[src/rtl/mips_pkg.sv]
// mips_pkg: shared MIPS core types, fetch FSM encoding and opcode/funct constants
// used by fetch and decode.
package mips_pkg;
    typedef logic [31:0] pc_t;
    typedef logic [31:0] inst_t;
    typedef enum logic [1:0] {S_BOOT = 2'd0, S_FETCH = 2'd1, S_HALT = 2'd2} fetch_state_e;
    typedef struct packed {
        pc_t   pc;
        inst_t inst;
    } fetch_entry_t;
    localparam int PC_STEP = 4;
    localparam logic [5:0] OP_RTYPE = 6'h00;
    localparam logic [5:0] OP_J     = 6'h02;
    localparam logic [5:0] OP_JAL   = 6'h03;
    localparam logic [5:0] OP_BEQ   = 6'h04;
    localparam logic [5:0] OP_BNE   = 6'h05;
    localparam logic [5:0] OP_LW    = 6'h23;
    localparam logic [5:0] OP_SW    = 6'h2B;
    localparam logic [5:0] FN_JR    = 6'h08;
    localparam logic [5:0] FN_ADD   = 6'h20;
    function automatic pc_t pcNext(input pc_t pc);
        return pc + pc_t'(PC_STEP);
    endfunction
endpackage

[src/rtl/mips_fetch_unit_if.sv]
// mips_fetch_unit_if: iCache read port plus the fetch-to-decode valid/ready channel.
// master = fetch unit, slave = iCache/decode side.
interface mips_fetch_unit_if;
    import mips_pkg::*;
    pc_t   iCacheReadAddr;
    inst_t iCacheReadData;
    logic  instValid;
    inst_t inst;
    pc_t   instPc;
    logic  instReady;
    modport master (output iCacheReadAddr, instValid, inst, instPc, input iCacheReadData, instReady);
    modport slave  (input iCacheReadAddr, instValid, inst, instPc, output iCacheReadData, instReady);
endinterface

[src/rtl/mips_fetch_unit_queue.sv]
// fetch_queue: prefetch FIFO of {pc, inst}; flush wins over push/pop, pointers wrap modulo DEPTH.
module fetch_queue
    import mips_pkg::*;
#(
    parameter int DEPTH = 4
) (
    input  logic                   clk,
    input  logic                   rst,
    input  logic                   push,
    input  logic                   pop,
    input  logic                   flush,
    input  fetch_entry_t           pushData,
    output fetch_entry_t           headData,
    output logic [$clog2(DEPTH):0] count
);
    localparam int AW = $clog2(DEPTH);
    localparam int CW = AW + 1;
    fetch_entry_t mem [DEPTH];
    logic [AW-1:0] rdPtr, wrPtr;

    always_ff @(posedge clk or negedge rst) begin
        if (!rst) begin
            rdPtr <= '0;
            wrPtr <= '0;
            count <= '0;
        end else if (flush) begin
            rdPtr <= '0;
            wrPtr <= '0;
            count <= '0;
        end else begin
            if (push) wrPtr <= wrPtr + 1'b1;
            if (pop) rdPtr <= rdPtr + 1'b1;
            count <= count + CW'(push) - CW'(pop);
        end
    end

    always_ff @(posedge clk) begin
        if (push && !flush) mem[wrPtr] <= pushData;
    end

    assign headData = mem[rdPtr];
endmodule

[src/rtl/mips_fetch_unit.sv]
// mips_fetch_unit: MIPS instruction fetch with credit-based prefetch queue and redirect flush.
// Optional FETCH_PERF_EN adds saturating fetch/stall performance counters.
module mips_fetch_unit
    import mips_pkg::*;
#(
    parameter int  QUEUE_DEPTH = 4,
    parameter pc_t RESET_PC    = 32'h0000_0000
) (
    input  logic                     clk,
    input  logic                     rst,
    mips_fetch_unit_if.master        bus,
    input  logic                     haltReq,
    input  logic                     redirectValid,
    input  pc_t                      redirectPc
`ifdef FETCH_PERF_EN
    ,
    output logic [31:0]              perfFetchCnt,
    output logic [31:0]              perfStallCnt
`endif
);
    localparam int CW = $clog2(QUEUE_DEPTH) + 1;
    localparam logic [1:0] ST_BOOT  = S_BOOT;
    localparam logic [1:0] ST_FETCH = S_FETCH;
    localparam logic [1:0] ST_HALT  = S_HALT;

    logic [1:0]    state;
    logic          inflight, issue, push, pop, creditFull;
    pc_t           fetchPc, inflightPc;
    logic [CW-1:0] count;
    fetch_entry_t  head;

    // Credit counts the in-flight word so a returning word always has a free slot.
    always_comb begin
        creditFull = count + CW'(inflight) >= CW'(QUEUE_DEPTH);
        issue      = state == ST_FETCH && !redirectValid && !creditFull;
        push       = inflight && !redirectValid;
        pop        = bus.instValid && bus.instReady && !redirectValid;
    end

    always_ff @(posedge clk or negedge rst) begin
        if (!rst) begin
            state      <= ST_BOOT;
            fetchPc    <= RESET_PC;
            inflight   <= 1'b0;
            inflightPc <= '0;
        end else begin
            state      <= state == ST_BOOT ? ST_FETCH : haltReq ? ST_HALT : ST_FETCH;
            fetchPc    <= redirectValid ? (redirectPc & ~pc_t'(3)) : issue ? pcNext(fetchPc) : fetchPc;
            inflight   <= issue;
            inflightPc <= issue ? fetchPc : inflightPc;
        end
    end

    fetch_queue #(.DEPTH(QUEUE_DEPTH)) uQueue (
        .clk      (clk),
        .rst      (rst),
        .push     (push),
        .pop      (pop),
        .flush    (redirectValid),
        .pushData ({inflightPc, bus.iCacheReadData}),
        .headData (head),
        .count    (count)
    );

    assign bus.iCacheReadAddr = fetchPc;
    assign bus.instValid      = count != '0;
    assign bus.inst           = bus.instValid ? head.inst : '0;
    assign bus.instPc         = bus.instValid ? head.pc : '0;

`ifdef FETCH_PERF_EN
    always_ff @(posedge clk or negedge rst) begin
        if (!rst) begin
            perfFetchCnt <= '0;
            perfStallCnt <= '0;
        end else begin
            if (push && perfFetchCnt != '1) perfFetchCnt <= perfFetchCnt + 1'b1;
            if (state == ST_FETCH && !redirectValid && creditFull && perfStallCnt != '1)
                perfStallCnt <= perfStallCnt + 1'b1;
        end
    end
`endif
endmodule

[src/flat_wrapper.sv]
// flat-port wrapper written by rule: the top's interface ports become plain ports
module mips_fetch_unit_flat import mips_pkg::*;
#(
    parameter int  QUEUE_DEPTH = 4,
    parameter pc_t RESET_PC    = 32'h0000_0000
)
  (clk, rst, haltReq, redirectValid, redirectPc, bus_iCacheReadAddr, bus_instValid, bus_inst, bus_instPc, bus_iCacheReadData, bus_instReady);
  mips_fetch_unit_if bus_i ();
  input  logic clk;
  input  logic rst;
  input  logic haltReq;
  input  logic redirectValid;
  input  pc_t redirectPc;
  output wire logic [$bits(bus_i.iCacheReadAddr)-1:0] bus_iCacheReadAddr;
  output wire logic [$bits(bus_i.instValid)-1:0] bus_instValid;
  output wire logic [$bits(bus_i.inst)-1:0] bus_inst;
  output wire logic [$bits(bus_i.instPc)-1:0] bus_instPc;
  input wire logic [$bits(bus_i.iCacheReadData)-1:0] bus_iCacheReadData;
  input wire logic [$bits(bus_i.instReady)-1:0] bus_instReady;
  assign bus_iCacheReadAddr = bus_i.iCacheReadAddr;
  assign bus_instValid = bus_i.instValid;
  assign bus_inst = bus_i.inst;
  assign bus_instPc = bus_i.instPc;
  assign bus_i.iCacheReadData = bus_iCacheReadData;
  assign bus_i.instReady = bus_instReady;
  mips_fetch_unit #(.QUEUE_DEPTH(QUEUE_DEPTH), .RESET_PC(RESET_PC)) u_core (.clk(clk), .rst(rst), .bus(bus_i), .haltReq(haltReq), .redirectValid(redirectValid), .redirectPc(redirectPc));
endmodule
[config.mk]
export PLATFORM = sky130hd
export DESIGN_NAME = mips_fetch_unit_flat
export DESIGN_NICKNAME = d
export VERILOG_FILES = /design/src/rtl/mips_pkg.sv /design/src/rtl/mips_fetch_unit_if.sv /design/src/rtl/mips_fetch_unit_queue.sv /design/src/rtl/mips_fetch_unit.sv /design/src/flat_wrapper.sv
export SDC_FILE = /design/constraint.sdc
export NUM_CORES = 1
export LEC_CHECK = 0
export CAP_MARGIN = 20
export CORE_UTILIZATION = 59
export DETAILED_ROUTE_END_ITERATION = 12
export GPL_TIMING_DRIVEN = 0
export PLACE_DENSITY = 0.84
export SETUP_SLACK_MARGIN = 0.05
export SLEW_MARGIN = 20
export SYNTH_ARGS = -nofsm -noshare
export SYNTH_HDL_FRONTEND = slang
export SYNTH_SLANG_ARGS = --single-unit
[constraint.sdc]
create_clock -name clk -period 3.95 [get_ports clk]
set_input_delay 0.395 -clock clk [delete_from_list [all_inputs] [get_ports clk]]
set_output_delay 0.395 -clock clk [all_outputs]
set_load 0.03 [all_outputs]
==> key figures, run 1 <==
Worst setup path
  – WP data required: 3.56 ns
  – Crit path launch: u_core.uQueue.rdPtr[0]
  – Crit Reg-Reg Startpoint: u_core.uQueue.count[1]
  – Crit. End Element: output pin
  – Arrival @ worst endpoint: 3.28 ns
  – Worst setup SP type: flip-flop
  – Critical path fanouts, max: 10
  – Crit Path Class: reg -> out
  – Worst r2r path cells: 11

Clocking
  – Root buf cell: clkbuf_16
  – CTS buffer count: 31
  – TritonCTS clock tree: built
  – Clk sinks: 318
  – Setup Buffers After CTS: 0
  – Clock latency at the later pin of the worst-skew pair: 0.55 ns
  – Worst-path clk slew: 0.06 ns
  – Max Root-Sink Buffers: 3
  – H-tree depth: 1

Layout
  – Post-layout instance area: 15,900 um2
  – Fin cells: 1,219
  – Area grow syn2layout: 23.8%
  – Final net count: 997
  – Share of cells above drive strength 1: 17.7%
  – Diodes inserted: 0
  – # fillers: 1,225

Floorplan
  – Die X: 149 um
  – DIE AREA: approximately 22,000 um2
  – Starting Density: 60.5%
  – # rows: 53
  – Core area: 21,200 um2
  – Die Span Y: about 150 um
  – I/O pin cnt: between 150 and 200

Power
  – Power Total: roughly 9.8 mW
  – P per Cell Area: 620 nW/um2
  – Leakage: between 5 and 6 nW
  – Peak supply drop: 343 uV

Placement
  – Port buffer count: 159
  – Post-Place Cell Area: 14,900 um2
  – Hpwl dp: 17.0 mm
  – Placed Cells incl. Taps: 1,161
  – Gpl congestion: 0.868

Timing
  – Period minus WS final: approximately 3.7 ns
  – Setup TNS: 0 ns
  – Hold Vio Cnt, Final: 0
  – Final period utilization: 93.2%
  – Max_slew headroom: 47.6%
  – Final slew viol count: 0
  – Clock Skew: around 0.013 ns
  – Tightest Pin Transition: 0.783 ns
  – Unrepaired setup endpoints after global routing: no
  – Final setup viols: 0
  – Fmax: 272 MHz

Outcome
  – Outcome: finished, final reports clean

Route
  – Remaining antenna violation count: 0
  – DR WL/cell: between 20 and 25 um
  – Via density: between 5 and 6
  – Routed WL: 27.0 mm
  – Via count: 7,267
  – 1st-pass router iterations: 5
  – DRT iter0 DRCs: 433
  – # DRC: 0

Yosys
  – Mapped Cells: 719
  – Post-synth cell types: 41
  – Mapped cell area: 12,800 um2
  – Register area share after synthesis: 71.8%
  – Dominant cells by area after synthesis: edfxtp_1, dfrtp_1, mux4_2, and2_1, mux2_2
  – Post-synth top area cell: edfxtp_1
  – Syn_area_per_cell: 17.8 um2
  – Area share of the largest cell type after synthesis: approximately three fifths
  – Yosys warning count: 0
  – Number of synthesized register bits: 318

GRT
  – All-Layer GR Usage: 25.3%
  – Remaining Overflow, GRT: 0
  – Largest net degree at the start of global routing: 49
  – Initial antenna violation count: 0
  – Vias in the first global route: 7,319
  – First-pass GRT wire length: 41.7 mm

Worst hold path
  – Worst min-delay path category: in -> async

Run
  – Max-cap viol count: 0
==> final cells by class <==
type / instances / area, um2 / share of cell area [%]
clock inverter: 14 / 97.6 / 0.615
clock buffer: 43 / 861 / 5.43
inverter: 12 / 45.0 / 0.284
tap: 275 / 344 / 2.17
timing repair buffer: 165 / 1720 / 10.9
sequential: 318 / 9200 / 58.0
multi-input combinational: 350 / 3390 / 21.4
buffer: 42 / 205 / 1.29
==> worst paths after layout <==
kind	slack, ns	to
max	0.27	bus_instPc[24]
min	0.33	u_core.inflightPc[15]
max reg2reg	1.21	u_core.uQueue.count[2]
min reg2reg	0.52	u_core.uQueue.mem[3][44]
max in group asynchronous	3.07	u_core.uQueue.rdPtr[1]
min in group clk	0.41	u_core.bus.iCacheReadAddr[2]
==> state kept, by name, summed over array words and instances (netlist names) <==
signal,count
u_core.uQueue.rdPtr,2
u_core.state,2
u_core.uQueue.wrPtr,2
u_core.bus.iCacheReadAddr,30
u_core.inflight,1
u_core.uQueue.mem,248
u_core.uQueue.count,3
u_core.inflightPc,30
==> through the flow <==
step	util (%)	hold WS, ns	setup WS [ns]
finish	75.0	0.326	0.270
global route	75.0	0.348	0.0808
CTS	75.0	0.323	0.204
detailed placement	70.4	0.358	0.576
global placement	69.7	0.490	-0.648
floorplan	-	0.0994	1.25
==> kinds of logic after synthesis <==
kind of cell	Yosys count	synth area share, %
muxes	95	13.8
AOI/OAI and AO/OA	61	3.21
xor gates and xnor gates	9	0.616
DFF	318	71.8
adders and majority gates	8	0.840
other	1	0.0293
buffers and inverters	54	1.90
and+or+nand+nor	173	7.80
==> synthesized netlist by cell type (all sizes together) <==
cell and number:
edfxtp 248, dfrtp 70, and2 68, mux4 62, mux2 31, nor2 25, clkbuf 24, nand2 22
a31oi 21, or4 20, buf 18, o31ai 14, nand3 12, inv 11, o21ai 11, o211ai 8
ha 7, nand4 6, xor2 6, and3 5, or3 5, and4 3, nor2b 3, o2111ai 3
xnor2 3, mux2i 2, nor4 2, o21a 2, and4b 1, clkinv 1, conb 1, fa 1
o211a 1, o41ai 1, or4b 1
==> worst max-delay path, cell delays in order (launching register included) <==
cell and delay [ns]:
dfrtp_1 0.32, clkbuf_1 0.53, clkdlybuf4s15_2 0.55, mux4_2 0.58
and2_1 0.17, clkdlybuf4s50_1 0.59
==> power breakdown <==
part	switching (mW)	internal, mW	leakage, nW
Combinational	1.48	1.27	1.81
Clock	1.19	1.58	0.473
Sequential	0.279	4.04	3.06
==> per-layer routing <==
layer / part of all wire, % / vias to the layer above / global-route usage (%) / wire length [um]
li1: - / 3242 / - / -
met1: 41 / 3650 / 34.6 / 11000
met2: 50 / 332 / 42.6 / 13500
met3: 7.4 / 43 / 3.98 / 2000
met4: 2.0 / 0 / 6.94 / 538
met5: 0 / - / 0 / 0
==> layout by cell type, fill, tap and decap left out, drive strengths merged, types with 2 or more instances in the layout <==
master | Yosys | routed
and2 | 68 | 68
edfxtp | 248 | 248
nand3 | 12 | 12
xor2 | 6 | 6
nand4 | 6 | 6
o21a | 2 | 2
dfrtp | 70 | 70
clkinv | 1 | 12
clkdlybuf4s50 | 0 | 158
nor4 | 2 | 2
o21ai | 11 | 11
o2111ai | 3 | 3
o211ai | 8 | 8
buf | 18 | 23
mux2 | 31 | 31
nor2b | 3 | 3
xnor2 | 3 | 3
and4 | 3 | 3
mux4 | 62 | 62
and3 | 5 | 5
conb | 1 | 4
mux2i | 2 | 2
or4 | 20 | 20
o31ai | 14 | 14
nand2 | 22 | 22
nor2 | 25 | 25
inv | 11 | 11
ha | 7 | 7
clkinvlp | 0 | 2
clkbuf | 24 | 67
a31oi | 21 | 21
or3 | 5 | 5
==> timing repair <==
item,CTS,global route
setup endpoints to repair,8,0
hold buffers,1,0
gates resized for setup,2,0
hold endpoints to repair,29,0
Power figures use the tool's default switching activity.
==> run 2, diff against run 1 <==
--- a/config.mk
+++ b/config.mk
@@ -6,6 +6,7 @@
 export NUM_CORES = 1
 export LEC_CHECK = 0
 export CAP_MARGIN = 20
+export CORE_ASPECT_RATIO = 1.75
 export CORE_UTILIZATION = 59
 export DETAILED_ROUTE_END_ITERATION = 12
 export GPL_TIMING_DRIVEN = 0
==> run 2 against run 1 <==
Compared with the run above:
- register-to-register slack lost 0.06 ns
- sequential share of layout area grew 0.25 points
- first-iteration DRC count grew 18%
- critical path type unchanged
- critical endpoint is now bus_instPc[14]
==> key figures, run 2 (same netlist as run 1, synthesis figures left out) <==
Clocking
  – Root buf cell: clkbuf_16
  – Worst-path clk slew: 0.07 ns (about the same)
  – CTS buffer count: 27 (-13%)
  – Max Root-Sink Buffers: 3 (unchanged)
  – Setup Buffers After CTS: 0 (unchanged)
  – H-tree depth: 1 (unchanged)
  – TritonCTS clock tree: built
  – Clock latency at the later pin of the worst-skew pair: 0.53 ns (-0.02 ns)
  – Clk sinks: 318 (unchanged)

Layout
  – Multi-input logic area: 3390 um2 (unchanged)
  – Diodes inserted: 0 (unchanged)
  – Area grow syn2layout: 23.3%
  – Max reg flops: 248 (unchanged)
  – Share of cells above drive strength 1: 17.7% (+0.044 points)
  – Commonest cells after routing, fill and taps aside: edfxtp_1, clkdlybuf4s50_1, dfrtp_1, and2_1, mux4_2
  – Final net count: 993 (-0.40%)
  – # fillers: 1,279 (+4.4%)
  – Commonest non-fill, non-tap cell in the layout: edfxtp_1
  – Post-layout instance area: 15,800 um2 (-0.43%)
  – Fin cells: 1,228 (+0.74%)
  – Most flops, register: u_core.uQueue.mem
  – FF+latch area: 9200 um2 (unchanged)

Route
  – Via count: 7,180 (-1.2%)
  – Via density: 5.85 (-1.9%)
  – DR WL/cell: 21.1 um (-4.9%)
  – DRT iter0 DRCs: 511 (+18%)
  – # DRC: 0 (unchanged)
  – Routed WL: 25.9 mm (-4.2%)
  – 1st-pass router iterations: 5 (unchanged)
  – Remaining antenna violation count: 0 (unchanged)

Timing
  – Max_slew headroom: 47.8% (+0.20 points)
  – Period minus WS final: 3.65 ns (-0.0258 ns)
  – Final setup viols: 0 (unchanged)
  – Fmax: 274 MHz (+0.71%)
  – Unrepaired setup endpoints after global routing: no
  – Tightest Pin Transition: 0.780 ns (-0.00324 ns)
  – Final slew viol count: 0 (unchanged)
  – Clock Skew: 0.0184 ns (+0.00489 ns)
  – Final period utilization: 92.5% (-0.65 points)
  – Worst hold slack: 0.254 ns (-0.0725 ns)
  – Hold Vio Cnt, Final: 0 (unchanged)

Worst setup path
  – WP data required: 3.56 ns (about the same)
  – CP max-delay cell: clkdlybuf4s50_1
  – Worst-path cell chain: clkbuf_1 > buf_2 > mux4_2 > and2_1 > clkdlybuf4s50_1
  – Crit. End Element: output pin
  – Arrival @ worst endpoint: 3.26 ns (-0.02 ns)
  – Worst setup SP type: flip-flop
  – CP Buf/Inv Count: 3 (unchanged)
  – CP max stage delay: 0.61 ns (+0.02 ns)
  – Critical path fanouts, max: 10 (unchanged)
  – Crit Path Class: reg -> out
  – CP top delay family: buffers and inverters

Floorplan
  – Starting Density: 59.8% (-0.72 points)
  – Die X: 113 um (-24%)
  – Die Span Y: 197 um (+32%)
  – Core area: 21,400 um2 (+1.2%)
  – I/O pin cnt: 166 (unchanged)
  – # rows: 71 (+34%)
  – DIE AREA: 22,300 um2 (+0.10%)

GRT
  – All-Layer GR Usage: 24.3% (-1.0 points)
  – Largest net degree at the start of global routing: 58 (+18%)
  – First-pass GRT wire length: 40.8 mm (-2.2%)
  – Remaining Overflow, GRT: 0 (unchanged)
  – Vias in the first global route: 7,516 (+2.7%)
  – Initial antenna violation count: 0 (unchanged)

Outcome
  – Outcome: finished, final reports clean

Run
  – Max-cap viol count: 0 (unchanged)

Placement
  – Post-Place Cell Area: 14,900 um2 (about the same)
  – Gpl congestion: 0.904 (+4.1%)
  – Hpwl dp: 17.1 mm (+0.70%)
  – Placed Cells incl. Taps: 1,178 (+1.5%)
  – Port buffer count: 159 (unchanged)

Power
  – Leakage: 5.30 nW (-0.87%)
  – P per Cell Area: 610 nW/um2 (-1.6%)
  – Peak supply drop: 361 uV (+5.1%)

Worst hold path
  – Worst min-delay path category: in -> async
==> run 2: changes by cell type in the layout (fill, tap and decap cells not counted) <==
cell / previous run / this run
clkinv_1: 3 / 2
clkbuf_16: 31 / 27
clkinvlp_4: 2 / 3
buf_16: 3 / 2
buf_12: 2 / 3
clkbuf_8: 4 / 5
clkinv_2: 9 / 7
clkbuf_1: 32 / 26
clkinv_8: 0 / 1
clkinv_4: 0 / 2
==> run 2: routing by layer <==
metal,global-route usage [%],wire [um]
met1,29.6,9720
met2,44.3,14200
met3,2.18,1000
met4,9.70,976
met5,0,0
==> run 2: power by group <==
part / switching (mW) / internal [mW]
combinational: 1.47 / 1.27
sequential: 0.273 / 4.04
clock: 1.16 / 1.42
total: 2.90 / 6.73
==> run 2: final cells by class <==
type                       instances  share of cell area [%]
clock buffer                      34                    4.76
inverter                          12                   0.285
clock inverter                    15                   0.792
timing repair buffer             165                    10.9
multi-input combinational        350                    21.4
buffer                            42                    1.30
sequential                       318                    58.2
tap                              292                    2.31
==> run 2: through the flow <==
| stage | power, mW | utilization, % | TNS [ns] | setup slack (ns) |
|---|---|---|---|---|
| after CTS | 9.73 | 73.8 | 0 | 0.207 |
| after detailed placement | 7.14 | 69.6 | 0 | 0.576 |
| after global routing | 10.0 | 73.8 | 0 | 0.103 |
| after global placement | 7.05 | 69.0 | -151.10 | -0.641 |
| after floorplan | 6.04 | - | 0 | 1.25 |
| final | 9.64 | 73.8 | 0 | 0.296 |
==> run 2: worst paths after layout <==
check | from | end | slack, ns | depth (start not counted)
min in group clk | redirectPc[11] | u_core.bus.iCacheReadAddr[11] | 0.42 | 3
worst min-delay path | rst | u_core.bus.iCacheReadAddr[11] | 0.25 | 2
worst max register to register | u_core.uQueue.count[1] | u_core.uQueue.count[2] | 1.15 | 11
worst min register to register | u_core.inflightPc[12] | u_core.uQueue.mem[2][44] | 0.51 | 0
max in group asynchronous | rst | u_core.bus.iCacheReadAddr[31] | 3.13 | 3
worst max-delay path | u_core.uQueue.rdPtr[0] | bus_instPc[14] | 0.30 | 5
==> run 2: what timing repair did <==
item | 4_1_cts | 5_1_grt
hold endpoints to repair | 13 | 0
resized for setup | 2 | 0
endpoints found under the setup margin | 6 | 0
hold buffers | 1 | 0
==> variant: new RTL, config.mk and constraints of run 2 <==
`QUEUE_DEPTH` is set to 4 in 2 places; all go to 2.
--- a/src/rtl/mips_fetch_unit.sv
+++ b/src/rtl/mips_fetch_unit.sv
@@ -3,7 +3,7 @@
 module mips_fetch_unit
     import mips_pkg::*;
 #(
-    parameter int  QUEUE_DEPTH = 4,
+    parameter int  QUEUE_DEPTH = 2,
     parameter pc_t RESET_PC    = 32'h0000_0000
 ) (
     input  logic                     clk,
--- a/src/flat_wrapper.sv
+++ b/src/flat_wrapper.sv
@@ -1,7 +1,7 @@
 // flat-port wrapper written by rule: the top's interface ports become plain ports
 module mips_fetch_unit_flat import mips_pkg::*;
 #(
-    parameter int  QUEUE_DEPTH = 4,
+    parameter int  QUEUE_DEPTH = 2,
     parameter pc_t RESET_PC    = 32'h0000_0000
 )
   (clk, rst, haltReq, redirectValid, redirectPc, bus_iCacheReadAddr, bus_instValid, bus_inst, bus_instPc, bus_iCacheReadData, bus_instReady);
Check against the original RTL: not equivalent (a bounded check fails within 10 cycles, from zero or initial values and one cycle with rst low).
==> variant against run 2 <==
Sequential power is 43% lower. Synthesized area decreased by 37%. Sequential cell count down 127. Count of clock-buffer cells in the layout is 16 lower. Maximum frequency increased by 7.6%. Total power decreased by 47%. Final area is 33% lower. Clock power shrank 36%. Routed wire length shrank 20%. Setup slack improved by 260 ps. Largest cell class unchanged. Highest routed layer unchanged.
==> variant: results (changes against run 2) <==
global-route usage over all layers: 0.305 (+0.0622)
worst slack, placed: 472 ps (-104 ps)
post-synth cell types: 51 (+24%)
Clock-cell share: 0.0545 (-0.000992)
Non-Filler Instances: 1020 (-17%)
status: finished, final reports clean
Worst Path Arrival: 3000 ps (-260 ps)
synth top area cells: edfxtp_1 46%, dfrtp_1 21%, mux2i_1 7.7%
routed wire length per instance: 20.4 um (-3.5%)
Non-CTS buffers: 203 (-1.9%)
register area: 5400 um2 (-41%)
clock share of power: 0.326 (+0.058)
commonest cells in the netlist: 124 x edfxtp_1, 119 x nand2_1, 83 x nor2_1
non-clk buf share: 0.177 (+0.0553)
clk_skew: 14.4 ps (-4.00 ps)
Post-Synth XOR/XNOR Area: 0.00546 (-0.000694)
Pre-antenna DRT Iters: 8 (+3)
sequential cell count: 191 (-40%)
Worst Tran Pin Value: 967 ps (+188 ps)
routed wl met3: 1.17 mm (+16%)
met2 Use GR: 0.560 (+0.116)
Non-CTS inverters: 10 (-2)
CTS H-tree lvls: 4 (+3)
clock latency on the worst-skew pair: 430 ps (-100 ps)
met2 wire len: 11.5 mm (-19%)
number of flops mapped to enable cells by yosys: 124 (-50%)
vias: 6009 (-16%)
met3 usage: 0.0617 (+0.0399)
DRT met1 WL: 7.14 mm (-27%)
met1 GRT Util: 0.328 (+0.0316)
R2R depth: 7 (-4)
post-synthesis mux area share: 0.0821 (-0.0558)
P_int: 3.55 mW (-47%)
Post-DP HPWL: 14.5 mm (-15%)
fraction of registers with async set/reset: 0.351 (+0.131)
vias in the first global route: 6272 (-17%)
area of the multi-input gates: 2440 um2 (-28%)
1st-iter DRT viols: 438 (-14%)
Max VDD drop: 0.329 mV (-8.8%)
Post-Synth Adder-Cell Area: 0.00468 (-0.00372)
layout cell share with drive strength beyond 1: 0.0662 (-0.111)
gp weighted congestion: 0.974 (+7.8%)
synthesized netlist cell count: 647 (-10%)
pin count of the biggest net entering global routing: 47 (-19%)
post-synthesis compound-gate area fraction: 0.0576 (+0.0254)
max incr delay on CP: 710 ps (+100 ps)
CORE AREA: 13300 um2 (-38%)
CLK BUF: 18 (-47%)
Max clock buf depth: 2 (-1)
Post-DP Area: 9940 um2 (-33%)
Worst Hold Class: in2async
# resized after CTS: 0 (-2)
comb_multi_in: 410 (+17%)
first-pass GRT wire length: 32.6 mm (-20%)
Placed Cells: 987 (-16%)
clk pwr: 1.66 mW (-36%)
leakage: 3.83 nW (-28%)
final instance area: 10500 um2 (-33%)
post-synthesis sequential area ratio: 0.673 (-0.0448)
## variant: cell count changes after synthesis, sizes merged, moves of 9 or more
| cell | change |
|---|---|
| mux2i | +60 |
| mux4 | -62 |
| mux2 | -28 |
| a31oi | -9 |
| edfxtp | -124 |
| nor2 | +58 |
| nand2 | +97 |
| and2 | -68 |
## variant: path summary, 6_finish.rpt
kind | startpoint | endpoint | slack [ps]
worst min register to register | u_core.inflightPc[30]$_DFFE_PN0P_ | u_core.uQueue.mem[0][62]$_DFFE_PP_ | 480
max in group asynchronous | rst | u_core.inflightPc[11]$_DFFE_PN0P_ | 2950
min in group clk | u_core.inflightPc[30]$_DFFE_PN0P_ | u_core.uQueue.mem[0][62]$_DFFE_PP_ | 480
worst max register to register | u_core.inflight$_DFF_PN0_ | u_core.bus.iCacheReadAddr[16]$_DFFE_PN0P_ | 1170
worst max-delay path | u_core.uQueue.rdPtr$_DFFE_PN0P_ | bus_instPc[19] | 550
worst min-delay path | rst | u_core.state[0]$_DFF_PN0_ | 440
